==> src/rtl/cmd_frame_tx.sv <==
// Command framing engine: sends opcode plus a 16-bit operand as three UART
// bytes, then waits for a one-byte response and resends the frame on timeout.
module cmd_frame_tx #(
  parameter int unsigned TIMEOUT_CYC = 2_000_000,
  parameter int unsigned MAX_RETRY   = 2,
  parameter logic [7:0]  POS_ACK     = 8'hA5
) (
  input  logic        clk,
  input  logic        rst_n,
  input  logic        snd_cmd,
  input  logic [7:0]  cmd,
  input  logic [15:0] data,
  input  logic        clr_resp_rdy,
  output logic        busy,
  output logic        cmd_sent,
  output logic [7:0]  resp,
  output logic        resp_rdy,
  output logic        ack_ok,
  output logic        timeout_err,
  output logic [7:0]  tx_data,
  output logic        trmt,
  input  logic        tx_done,
  input  logic        rx_rdy,
  input  logic [7:0]  rx_data,
  output logic        clr_rx_rdy
);

  localparam int unsigned TW = (TIMEOUT_CYC > 1) ? $clog2(TIMEOUT_CYC) : 1;
  localparam int unsigned RW = (MAX_RETRY > 0) ? $clog2(MAX_RETRY + 1) : 1;

  typedef enum logic [2:0] {
    IDLE, SEND_CMD, WAIT_CMD, SEND_HI, WAIT_HI, SEND_LO, WAIT_LO, WAIT_RESP
  } state_t;

  state_t        r_state, w_next;
  logic [7:0]    r_sh_cmd;
  logic [15:0]   r_sh_data;
  logic [TW-1:0] r_timer;
  logic [RW-1:0] r_retry;
  logic [7:0]    r_tx_data, r_resp;
  logic          r_cmd_sent, r_clr_rx, r_resp_rdy, r_ack_ok, r_timeout_err;

  logic          w_rx_new, w_tmo;
  logic          w_accept, w_take, w_retry, w_giveup, w_lo_done;
  logic          w_busy, w_trmt, w_load_tx;
  logic [7:0]    w_tx_byte;

  // rx_rdy is still high in the cycle the consume pulse is out; don't count it twice
  assign w_rx_new = rx_rdy & ~r_clr_rx;
  assign w_tmo    = (r_timer == TW'(TIMEOUT_CYC - 1));

  always_ff @(posedge clk) begin
    if (!rst_n) r_state <= IDLE;
    else        r_state <= w_next;
  end

  always_comb begin
    w_next    = r_state;
    w_accept  = 1'b0;
    w_take    = 1'b0;
    w_retry   = 1'b0;
    w_giveup  = 1'b0;
    w_lo_done = 1'b0;
    w_busy    = 1'b1;
    w_trmt    = 1'b0;
    w_load_tx = 1'b0;
    w_tx_byte = '0;
    case (r_state)
      IDLE: begin
        w_busy = 1'b0;
        if (snd_cmd) begin
          w_accept  = 1'b1;
          w_load_tx = 1'b1;
          w_tx_byte = cmd;
          w_next    = SEND_CMD;
        end
      end
      SEND_CMD: begin
        w_trmt = 1'b1;
        w_next = WAIT_CMD;
      end
      WAIT_CMD: begin
        if (tx_done) begin
          w_load_tx = 1'b1;
          w_tx_byte = r_sh_data[15:8];
          w_next    = SEND_HI;
        end
      end
      SEND_HI: begin
        w_trmt = 1'b1;
        w_next = WAIT_HI;
      end
      WAIT_HI: begin
        if (tx_done) begin
          w_load_tx = 1'b1;
          w_tx_byte = r_sh_data[7:0];
          w_next    = SEND_LO;
        end
      end
      SEND_LO: begin
        w_trmt = 1'b1;
        w_next = WAIT_LO;
      end
      WAIT_LO: begin
        if (tx_done) begin
          w_lo_done = 1'b1;
          w_next    = WAIT_RESP;
        end
      end
      WAIT_RESP: begin
        // a response arriving on the timeout cycle still wins
        if (w_rx_new) begin
          w_take = 1'b1;
          w_next = IDLE;
        end else if (w_tmo) begin
          if (r_retry < RW'(MAX_RETRY)) begin
            w_retry   = 1'b1;
            w_load_tx = 1'b1;
            w_tx_byte = r_sh_cmd;
            w_next    = SEND_CMD;
          end else begin
            w_giveup = 1'b1;
            w_next   = IDLE;
          end
        end
      end
      default: w_next = IDLE;
    endcase
  end

  always_ff @(posedge clk) begin
    if (!rst_n) begin
      r_sh_cmd      <= '0;
      r_sh_data     <= '0;
      r_timer       <= '0;
      r_retry       <= '0;
      r_tx_data     <= '0;
      r_resp        <= '0;
      r_cmd_sent    <= 1'b0;
      r_clr_rx      <= 1'b0;
      r_resp_rdy    <= 1'b0;
      r_ack_ok      <= 1'b0;
      r_timeout_err <= 1'b0;
    end else begin
      r_cmd_sent <= w_lo_done;
      r_clr_rx   <= w_rx_new;
      if (w_accept) begin
        r_sh_cmd      <= cmd;
        r_sh_data     <= data;
        r_retry       <= '0;
        r_timeout_err <= 1'b0;
      end
      if (w_retry)   r_retry <= r_retry + RW'(1);
      if (w_giveup)  r_timeout_err <= 1'b1;
      if (w_load_tx) r_tx_data <= w_tx_byte;
      if (w_lo_done)
        r_timer <= '0;
      else if (r_state == WAIT_RESP && r_timer != '1)
        r_timer <= r_timer + TW'(1);
      if (w_take) begin
        r_resp     <= rx_data;
        r_ack_ok   <= (rx_data == POS_ACK);
        r_resp_rdy <= 1'b1;
      end else if (w_accept || clr_resp_rdy) begin
        r_resp_rdy <= 1'b0;
      end
    end
  end

  assign busy        = w_busy;
  assign trmt        = w_trmt;
  assign tx_data     = r_tx_data;
  assign cmd_sent    = r_cmd_sent;
  assign clr_rx_rdy  = r_clr_rx;
  assign resp        = r_resp;
  assign resp_rdy    = r_resp_rdy;
  assign ack_ok      = r_ack_ok;
  assign timeout_err = r_timeout_err;

endmodule

==> config.mk <==
export PLATFORM = sky130hd
export DESIGN_NAME = cmd_frame_tx
export DESIGN_NICKNAME = d
export VERILOG_FILES = /design/src/rtl/cmd_frame_tx.sv
export SDC_FILE = /design/constraint.sdc
export NUM_CORES = 1
export LEC_CHECK = 0
export BUFFER_PORTS_ARGS = -buffer_cell sky130_fd_sc_hd__buf_2
export CORE_UTILIZATION = 41
export CTS_CLUSTER_DIAMETER = 120
export DETAILED_ROUTE_END_ITERATION = 10
export GPL_TIMING_DRIVEN = 0
export PLACE_DENSITY = 0.58
export SLEW_MARGIN = 20
export SYNTH_ARGS = -nofsm -noshare
export SYNTH_HDL_FRONTEND = slang
export SYNTH_SLANG_ARGS = --single-unit
==> constraint.sdc <==
create_clock -name clk -period 3.28 [get_ports clk]
set_input_delay 0.984 -clock clk [delete_from_list [all_inputs] [get_ports clk]]
set_output_delay 0.984 -clock clk [all_outputs]
set_load 0.1 [all_outputs]
==> metrics <==
status=finished, final reports clean; total track usage=0.194; ys async rst share=0; Clock Path Buffers=2; vias in the first global route=roughly 2.7k; Mapped Avg Cell Area=8.12 um2; Top FF cell, synth=dfxtp_1; area post-placement=~0.0036 mm2; Max Cap Viol=0; Switching Fraction=0.296; ANT nets after route=0; clk_lat worst skew=between 0.3 and 0.4 ns; hold_buf cts=0; vias per cell=about 5; crit end category=output pin; P_leak=around 1.5 nW; largest net degree at the start of global routing=13; reg2reg start=r_timer[0]; number of diodes=0; synthesis-stage register bit count=71; register area=about 0.0014 mm2; Die ar.=about 0.0081 mm2; FILL cells=754; Placement Setup Slack=around 0.74 ns; worst path required time=about 2.3 ns; initial antenna violation count=0; Synth cell types=between 40 and 50; top-area cell type share of the netlist area=0.449; CTS Root Cell=clkbuf_8; post-CTS sizing=0; Layout area overhead=20.0%; Post-CTS Setup Bufs=0; worst-path maximum fanout=10; Reg clk slew, reported paths=0.07 ns; largest cells by area after synthesis=dfxtp_1 45%, nand2_1 10%, a21oi_1 9.0%; setup repair after global routing missed its margin=false; skew final=about 0.011 ns; syn nets=429; mapped cell area=roughly 0.0032 mm2; Placer Congestion=roughly 0.76; Pint=~0.0014 W; clk sink count=between 70 and 80; R2R setup slack=roughly 1.3 ns; core area=0.00737 mm2; R2R Path End=r_retry[0]; drt wl/cell=~13 um; PnR Total Power=just under 0.002 W; CTS buffer count=9; Final Max Tran Viols=0; area leader, netlist=dfxtp_1; Hold Crit Class=register to register; Port Buffers=60; Post-Synthesis Cells=390; # IOs=a little over 60; DRC Markers=0; total negative slack=0 ns; end of the worst hold path=r_sh_cmd[3]; post-route cell area=roughly 0.0038 mm2; Post-synth EDFFs=0; register share of total power=0.470; via count=2864; first-pass GRT wire length=approximately 13 mm; Starting DRT DRC Count=roughly 120; final non-filler cell total=roughly 570; gr ovfl total=0; most common cell after layout, fill and taps aside=nand2_1; f_max=just over 0.4 GHz; crit path launch type=register; Hold Crit Start=r_sh_cmd[3]; P_sw=0.000578 W; DPL Wire Length=about 5.5 mm; Hold Path Stages=2; H-tree Lvls=3; Slew @ Worst Pin=between 0.6 and 0.7 ns; Ys Warns=0; die width=roughly 90 um; worst rel slew slack=0.573; fin nets=500; final period utilization=0.746; minimum clock period=between 2 and 2.5 ns; area of the multi-input gates=around 0.0016 mm2; TritonCTS clock tree=yes; final worst setup slack=between 0.8 and 0.9 ns; Die Y=between 80 and 90 um; Logic pwr share=0.162; power per cell area=slightly above 500 mW/mm2; most frequent cells in the layout=85 x nand2_1, 71 x dfxtp_1, 67 x buf_2; Hold Fails Final Rpt=0; final WL=approximately 7.4 mm; Data arrival, critical path=about 1.5 ns; Worst R2R Path Depth=7; DRT Pass-1 Iters=4; critical path class=register to output pin; Initial Util=0.430; power share of the clock group=0.368; Seq/Total Area, Yosys=0.449; layout cells sized above 1=0.223; num rows=31; maximum VDD drop=0.255 mV; setup violators final=0; placed cell count=roughly 550
cells by family after synthesis:
| family | Yosys count | share of synthesized area |
|---|---|---|
| AND/OR/NAND/NOR | 170 | 0.269 |
| flip-flops | 71 | 0.449 |
| AO/OA/AOI/OAI | 99 | 0.187 |
| multiplexers | 3 | 0.00988 |
| adder cells (fa/ha/maj) | 1 | 0.00395 |
| XOR/XNOR | 11 | 0.0304 |
| buffers and inverters | 35 | 0.0502 |
how the worst max path moves through the flow:
stage	startpoint	endpoint	slack [ns]	cells past startpoint
after floorplan	rx_rdy	r_retry[0]	1.00	6
after global placement	snd_cmd	tx_data[1]	0.75	7
after detailed placement	snd_cmd	tx_data[0]	0.74	7
after CTS	r_state[1]	trmt	0.81	4
after global routing	r_state[1]	busy	0.72	4
final	r_state[1]	trmt	0.83	4
routing by layer:
metal  vias to the layer above  routed length [um]  global-route usage
met5                         -                   0                   0
met2                        51                3620               0.331
li1                       1505                   -                   -
met1                      1301                3440               0.247
met4                         0                  88              0.0726
met3                         7                 290              0.0305
critical path, cell delays in order, from the launching register on:
cell and delay, ns:
dfxtp_1 0.32, buf_2 0.17, nand2_1 0.10, and2_1 0.12, buf_2 0.41
synthesized netlist by cell type, drive strengths merged, types with 3 or more instances:
cell type	number
a21oi	57
a22oi	9
and2	8
and3	4
and4	5
buf	13
clkbuf	12
dfxtp	71
inv	10
nand2	85
nand2b	3
nand3	10
nand4	8
nor2	17
nor2b	4
nor3	5
nor4	4
o21ai	19
o221a	8
or3	7
xnor2	5
xor2	6
layout make-up:
class,instances,area share
Multi-Input combinational cell,284,0.417
Sequential cell,71,0.374
Timing Repair Buffer,60,0.0791
Tap cell,99,0.0326
Clock buffer,11,0.0399
Inverter,10,0.00988
Buffer,25,0.0320
Clock inverter,5,0.0148
state kept, by name, summed over array words and instances, names as in the netlist:
register,cells
r_retry,2
cmd_sent,1
r_state,3
resp_rdy,1
r_timer,21
ack_ok,1
r_sh_data,16
resp,8
clr_rx_rdy,1
tx_data,8
timeout_err,1
r_sh_cmd,8
power by group through the flow:
stage	clock, W	sequential, W	combinational, W
final	0.000718	0.000918	0.000315
after global routing	0.000772	0.000923	0.000340
after global placement	0	0.000938	0.000315
after floorplan	0	0.00103	0.000144
after CTS	0.000739	0.000918	0.000318
after detailed placement	0	0.000938	0.000317
metrics by stage:
step           hold slack, ns  utilization
6_report                0.455        0.515
5_1_grt                 0.473        0.515
4_1_cts                 0.456        0.515
3_5_place_dp            0.447        0.487
3_3_place_gp            0.442        0.487
2_1_floorplan           0.436            -
Note: power is estimated with default switching activity, not from simulation.
